`config.mk`:
```
export PLATFORM = sky130hd
export DESIGN_NAME = tri_raster_arb
export DESIGN_NICKNAME = d
export VERILOG_FILES = /design/src/rtl/tri_pkg.sv /design/src/rtl/tri_pix_fifo.sv /design/src/rtl/tri_raster_arb.sv
export SDC_FILE = /design/constraint.sdc
export NUM_CORES = 1
export LEC_CHECK = 0
export BUFFER_PORTS_ARGS = -buffer_cell sky130_fd_sc_hd__buf_4
export CAP_MARGIN = 20
export CORE_MARGIN = 1
export CORE_UTILIZATION = 30
export CTS_CLUSTER_DIAMETER = 50
export DETAILED_ROUTE_END_ITERATION = 16
export GPL_TIMING_DRIVEN = 0
export MAX_ROUTING_LAYER = met4
export PLACE_DENSITY_LB_ADDON = 0.25
export SLEW_MARGIN = 20
export SYNTH_ARGS = -nofsm -noshare
export SYNTH_HDL_FRONTEND = slang
export SYNTH_HIERARCHICAL = 1
export SYNTH_SLANG_ARGS = --single-unit
export TNS_END_PERCENT = 50
```
`constraint.sdc`:
```
create_clock -name clk_i -period 24.5 [get_ports clk_i]
set_input_delay 4.9 -clock clk_i [delete_from_list [all_inputs] [get_ports clk_i]]
set_output_delay 4.9 -clock clk_i [all_outputs]
set_load 0.02 [all_outputs]
```
`src/rtl/tri_pkg.sv`:
```
// Shared definitions for the rasterizer-to-fragment arbiter: pixel packet layout and FSM states.
package tri_pkg;

    localparam int unsigned X_W    = 9;
    localparam int unsigned Y_W    = 8;
    localparam int unsigned VERT_W = 80;
    localparam int unsigned UV_W   = 21;

    // Packet layout, MSB first: {x, y, v2, v1, v0, u, v}
    typedef struct packed {
        logic [X_W-1:0]    x;
        logic [Y_W-1:0]    y;
        logic [VERT_W-1:0] v2;
        logic [VERT_W-1:0] v1;
        logic [VERT_W-1:0] v0;
        logic [UV_W-1:0]   u;
        logic [UV_W-1:0]   v;
    } pix_t;

    localparam int unsigned PIX_W = $bits(pix_t);
    localparam int unsigned X_MSB = PIX_W - 1;
    localparam int unsigned Y_MSB = PIX_W - X_W - 1;

    typedef enum logic [1:0] {
        ARB    = 2'd0,
        SERVE  = 2'd1,
        SETTLE = 2'd2
    } arb_state_e;

endpackage

```
`src/rtl/tri_pix_fifo.sv`:
```
// Synchronous FIFO holding tagged pixels; head is visible combinationally from the storage registers.
module tri_pix_fifo #(
    parameter int unsigned WIDTH = 300,
    parameter int unsigned DEPTH = 4
) (
    input  logic                   clk,
    input  logic                   rst,
    input  logic                   push,
    input  logic [WIDTH-1:0]       push_data,
    input  logic                   pop,
    output logic [WIDTH-1:0]       head,
    output logic                   empty,
    output logic [$clog2(DEPTH):0] free
);

    localparam int unsigned AW    = $clog2(DEPTH);
    localparam int unsigned CNT_W = AW + 1;

    logic [WIDTH-1:0] mem [DEPTH];
    logic [AW-1:0]    wr_ptr;
    logic [AW-1:0]    rd_ptr;
    logic [CNT_W-1:0] count;
    logic             do_push;
    logic             do_pop;

    // A push into a full FIFO is only taken when the head leaves in the same cycle.
    assign do_pop  = pop && (count != '0);
    assign do_push = push && ((count != CNT_W'(DEPTH)) || do_pop);

    always_ff @(posedge clk or posedge rst) begin
        if (rst) begin
            wr_ptr <= '0;
            rd_ptr <= '0;
            count  <= '0;
        end else begin
            if (do_push) wr_ptr <= wr_ptr + AW'(1);
            if (do_pop)  rd_ptr <= rd_ptr + AW'(1);
            if (do_push && !do_pop)      count <= count + CNT_W'(1);
            else if (do_pop && !do_push) count <= count - CNT_W'(1);
        end
    end

    always_ff @(posedge clk) begin
        if (do_push) mem[wr_ptr] <= push_data;
    end

    assign head  = mem[rd_ptr];
    assign empty = (count == '0);
    assign free  = CNT_W'(DEPTH) - count;

endmodule

```
`src/rtl/tri_raster_arb.sv`:
```
// Round-robin burst arbiter sharing one fragment port between NUM_RAST rasterizers,
// with credit-style source handshake and a source-tagged output FIFO.
module tri_raster_arb
    import tri_pkg::*;
#(
    parameter int unsigned NUM_RAST   = 2,
    parameter int unsigned MAX_BURST  = 16,
    parameter int unsigned FIFO_DEPTH = 4
) (
    input  logic                          clk_i,
    input  logic                          reset_i,
    input  logic [NUM_RAST-1:0]           req_i,
    output logic [NUM_RAST-1:0]           ready_pix_o,
    input  logic [NUM_RAST-1:0]           valid_pix_i,
    input  logic [NUM_RAST*PIX_W-1:0]     pix_data_i,
    output logic                          valid_pix_o,
    input  logic                          ready_pix_i,
    output logic [PIX_W-1:0]              pix_data_o,
    output logic [$clog2(NUM_RAST)-1:0]   src_id_o,
    output logic [31:0]                   pix_count_o,
    output logic                          proto_err_o
);

    localparam int unsigned ID_W    = $clog2(NUM_RAST);
    localparam int unsigned BURST_W = $clog2(MAX_BURST);
    localparam int unsigned FREE_W  = $clog2(FIFO_DEPTH) + 1;
    localparam int unsigned ENT_W   = PIX_W + ID_W;

    arb_state_e           state, state_nxt;
    logic [ID_W-1:0]      grant, grant_nxt;
    logic [ID_W-1:0]      ptr, ptr_nxt;
    logic [BURST_W-1:0]   burst, burst_nxt, burst_inc;
    logic [NUM_RAST-1:0]  ready_q;
    logic                 armed;

    logic                 acc;
    logic [ID_W-1:0]      acc_id;
    logic [PIX_W-1:0]     acc_data;
    logic                 viol;
    logic                 found;
    logic [ID_W-1:0]      pick;
    logic [ID_W-1:0]      idx;

    logic [ENT_W-1:0]     head;
    logic                 empty;
    logic [FREE_W-1:0]    free;
    logic                 pop;

    // Accept only pulses that follow a credit; the cycle right after reset ignores everything.
    always_comb begin
        acc      = 1'b0;
        acc_id   = '0;
        acc_data = '0;
        for (int unsigned i = 0; i < NUM_RAST; i++) begin
            if (valid_pix_i[i] && ready_q[i]) begin
                acc      = armed;
                acc_id   = ID_W'(i);
                acc_data = pix_data_i[i*PIX_W +: PIX_W];
            end
        end
        viol = armed && (((valid_pix_i & ~ready_q) != '0) ||
                         ((valid_pix_i & (valid_pix_i - NUM_RAST'(1))) != '0));
    end

    // First requester strictly after the round-robin pointer, with wrap.
    always_comb begin
        found = 1'b0;
        pick  = '0;
        idx   = '0;
        for (int unsigned k = 1; k <= NUM_RAST; k++) begin
            idx = ID_W'((32'(ptr) + k) % NUM_RAST);
            if (!found && req_i[idx]) begin
                found = 1'b1;
                pick  = idx;
            end
        end
    end

    assign burst_inc = burst + BURST_W'(1);

    always_comb begin
        state_nxt   = state;
        grant_nxt   = grant;
        ptr_nxt     = ptr;
        burst_nxt   = burst;
        ready_pix_o = '0;
        case (state)
            ARB: begin
                if (found) begin
                    grant_nxt = pick;
                    ptr_nxt   = pick;
                    burst_nxt = '0;
                    state_nxt = SERVE;
                end
            end
            SERVE: begin
                // One free slot stays reserved for the pixel already in flight.
                ready_pix_o[grant] = req_i[grant] && (free >= FREE_W'(2));
                if (acc) burst_nxt = burst_inc;
                if (!req_i[grant] || (acc && (burst_inc == BURST_W'(MAX_BURST - 1))))
                    state_nxt = SETTLE;
            end
            SETTLE: state_nxt = ARB;
            default: state_nxt = ARB;
        endcase
    end

    always_ff @(posedge clk_i or posedge reset_i) begin
        if (reset_i) begin
            state       <= ARB;
            grant       <= '0;
            ptr         <= ID_W'(NUM_RAST - 1);
            burst       <= '0;
            ready_q     <= '0;
            armed       <= 1'b0;
            proto_err_o <= 1'b0;
            pix_count_o <= '0;
        end else begin
            state   <= state_nxt;
            grant   <= grant_nxt;
            ptr     <= ptr_nxt;
            burst   <= burst_nxt;
            ready_q <= ready_pix_o;
            armed   <= 1'b1;
            if (viol) proto_err_o <= 1'b1;
            if (pop)  pix_count_o <= pix_count_o + 32'd1;
        end
    end

    tri_pix_fifo #(
        .WIDTH (ENT_W),
        .DEPTH (FIFO_DEPTH)
    ) u_fifo (
        .clk       (clk_i),
        .rst       (reset_i),
        .push      (acc),
        .push_data ({acc_id, acc_data}),
        .pop       (pop),
        .head      (head),
        .empty     (empty),
        .free      (free)
    );

    assign valid_pix_o = !empty;
    assign pop         = valid_pix_o && ready_pix_i;
    assign pix_data_o  = empty ? '0 : head[PIX_W-1:0];
    assign src_id_o    = empty ? '0 : head[ENT_W-1:PIX_W];

endmodule

```
==> impl_metrics.tcl <==
set metrics [dict create \
    status "finished, final reports clean" \
    r2r-end "u_fifo/mem[0][168]" \
    synth_fp_nets 3114 \
    crit_required_ns 19.60 \
    p_int_mw 5.02 \
    cts_max_path_buffers 3 \
    cts_hold_buf 0 \
    fmax_mhz 93.9 \
    drive_above_1_share_pct 43.1 \
    p_seq_share_pct 33.6 \
    nets 4240 \
    power.leakage_nw 24.3 \
    min_path_cells 1 \
    whs_endpoint "proto_err_o" \
    overflow 0 \
    rows 151 \
    rsz0062_at_grt "no" \
    viasPerCell 4.71 \
    wl_per_cell_um 24.0 \
    core-area_um2 169000 \
    track_usage_pct 16.9 \
    cts_tree "built" \
    start_kind "input port" \
    clkSlewWorstSetupHoldPaths_ns 0.06 \
    crit_type "in -> out" \
    clock_latency_ns 0.78 \
    hold_path.class "reg -> reg" \
    cts_setup_buffers 0 \
    antenna_found_initial 3 \
    clkPwrFrac_pct 29.1 \
    path_max_fanout 4 \
    drc 0 \
    port_buffers 940 \
    power_density_nw_per_um2 113 \
    ant_nets 0 \
    power_mw 7.51 \
    reg2reg_from "u_fifo/count[0]" \
    cp-end-kind "output pin" \
    firstDrtPassIters 10 \
    cts_root_buffer "clkbuf_16" \
    p_sw_mw 2.49 \
    p_sw_share_pct 33.2 \
    grt_pass1_wl_mm 204 \
    h-tree-depth 4 \
    num_io_pins 941 \
    drt_iter0_drc 1814 \
    min_period_ns 10.65 \
    routabilityCongestion 0.801 \
    worstMarginPinSlew_ns 1.05 \
    post-route-period-util_pct 43.5 \
    synth_warnings 6 \
    max-slew-margin-rel_pct 29.7 \
    clock_sinks 1251 \
    grt_pass1_vias 29300 \
    avgSynthCellArea_um2 20.4 \
    post_cts_resized 0 \
    hpwl_mm 103 \
    p_comb_share_pct 37.3 \
    syn-instance-count 2497 \
    timing.final.setup_violations 0 \
    min_from "proto_err_o" \
    die_w_um 414 \
    reg2reg_depth 12 \
    cts_buffers 150 \
    hold_violations 0 \
    syn2layout_area_growth_pct 30.7 \
    slew_viol_final 0 \
    num_vias 28100 \
    grt_max_degree 45 \
    ir_worst_vdd_mv 0.0698 \
    routed_wl_mm 143 \
    worst-r2r-setup-slack_ns 20.21 \
    fin_setup_tns_ns 0 \
    die-area_um2 172000 \
    cap_violations 0 \
    start_util_pct 30.2 \
    fp.dieH_um 414 \
    fin_skew_ns 0.0503 \
    arrival_ns 5.75 \
    syn-cell-area_um2 51000 \
]
power groups by stage:
stage	Combinational (mW)	Clock [mW]	Sequential (mW)
global route	2.98	2.33	2.53
global placement	2.86	0	2.62
finish	2.80	2.19	2.53
CTS	2.89	2.25	2.53
floorplan	1.66	0	2.59
detailed placement	2.88	0	2.57
cells in the final DEF, fill, tap and decap left out, types with 4 or more instances in the layout:
master,instances
inv_6,9
o21ai_0,7
nor2b_1,303
mux4_2,300
dfrtp_1,50
buf_4,940
nand2_1,16
nor3_1,9
inv_1,16
clkinv_1,32
buf_6,10
diode_2,4
nor4_2,8
mux2_2,4
ha_1,11
clkbuf_2,5
bufinv_16,12
clkinv_2,15
clkinvlp_4,6
and2_1,4
buf_2,58
edfxtp_1,1200
clkbuf_1,98
inv_8,4
and4_1,5
xor2_1,21
and2_4,4
a22o_1,299
xnor2_1,18
nand3_1,10
buf_16,24
nor2_1,7
nand4_1,5
clkinv_4,5
buf_12,31
clkbuf_16,153
clkinv_16,6
state kept, by name, summed over array words and instances (netlist names):
name	cells
pix_count_o	32
armed	1
ready_q	2
u_fifo/rd_ptr	2
u_fifo/wr_ptr	2
grant	1
ptr	1
state	2
burst	4
u_fifo/mem	1200
proto_err_o	1
u_fifo/count	3
layout make-up:
class / instances / area [um^2]
diodes: 4 / 10.0
plain buffers: 170 / 1150
clock buffers: 178 / 3920
clock inverters: 93 / 1020
fillers: 15500 / 102000
inverters: 17 / 63.8
multi-input cells: 1059 / 12500
flip-flops and latches: 1251 / 37300
well taps: 2218 / 2780
repair buffers: 974 / 7910
worst max-delay path, cell delays in order:
cell and delay [ns]:
buf_4 0.09, mux2_2 0.14, nand2_1 0.08, nor3b_1 0.31, buf_4 0.23
metrics by stage:
step / utilization, % / setup slack, ns / cells / cell area [um^2] / hold slack (ns)
final: 39.4 / 13.85 / 5964 / 66700 / 0.460
after global routing: 39.4 / 13.80 / 5962 / 66700 / 0.485
after CTS: 39.4 / 13.83 / 5960 / 66700 / 0.463
after detailed placement: 36.5 / 13.83 / 5689 / 61700 / 0.450
after global placement: 36.0 / 3.81 / 5655 / 60900 / 0.446
after floorplan: - / 11.07 / 2497 / 51000 / 0.463
metal layers:
layer / vias up / GRT usage [%] / wire (um)
met2: 808 / 29.6 / 76400
li1: 12600 / - / -
met4: 0 / 4.44 / 3100
met5: - / - / 0
met1: 14500 / 19.3 / 55800
met3: 180 / 3.77 / 7740
worst max-delay path by stage:
stage                   startpoint            endpoint  slack (ns)  depth (start not counted)
floorplan           valid_pix_i[1]    u_fifo/mem[0][0]       11.07                          6
global placement    valid_pix_i[1]  u_fifo/mem[3][103]        3.81                          7
detailed placement        req_i[0]      ready_pix_o[1]       13.83                          5
CTS                       req_i[0]      ready_pix_o[1]       13.83                          5
global route              req_i[0]      ready_pix_o[1]       13.80                          5
finish                    req_i[0]      ready_pix_o[1]       13.85                          5
(Power assumes the default switching activity.)
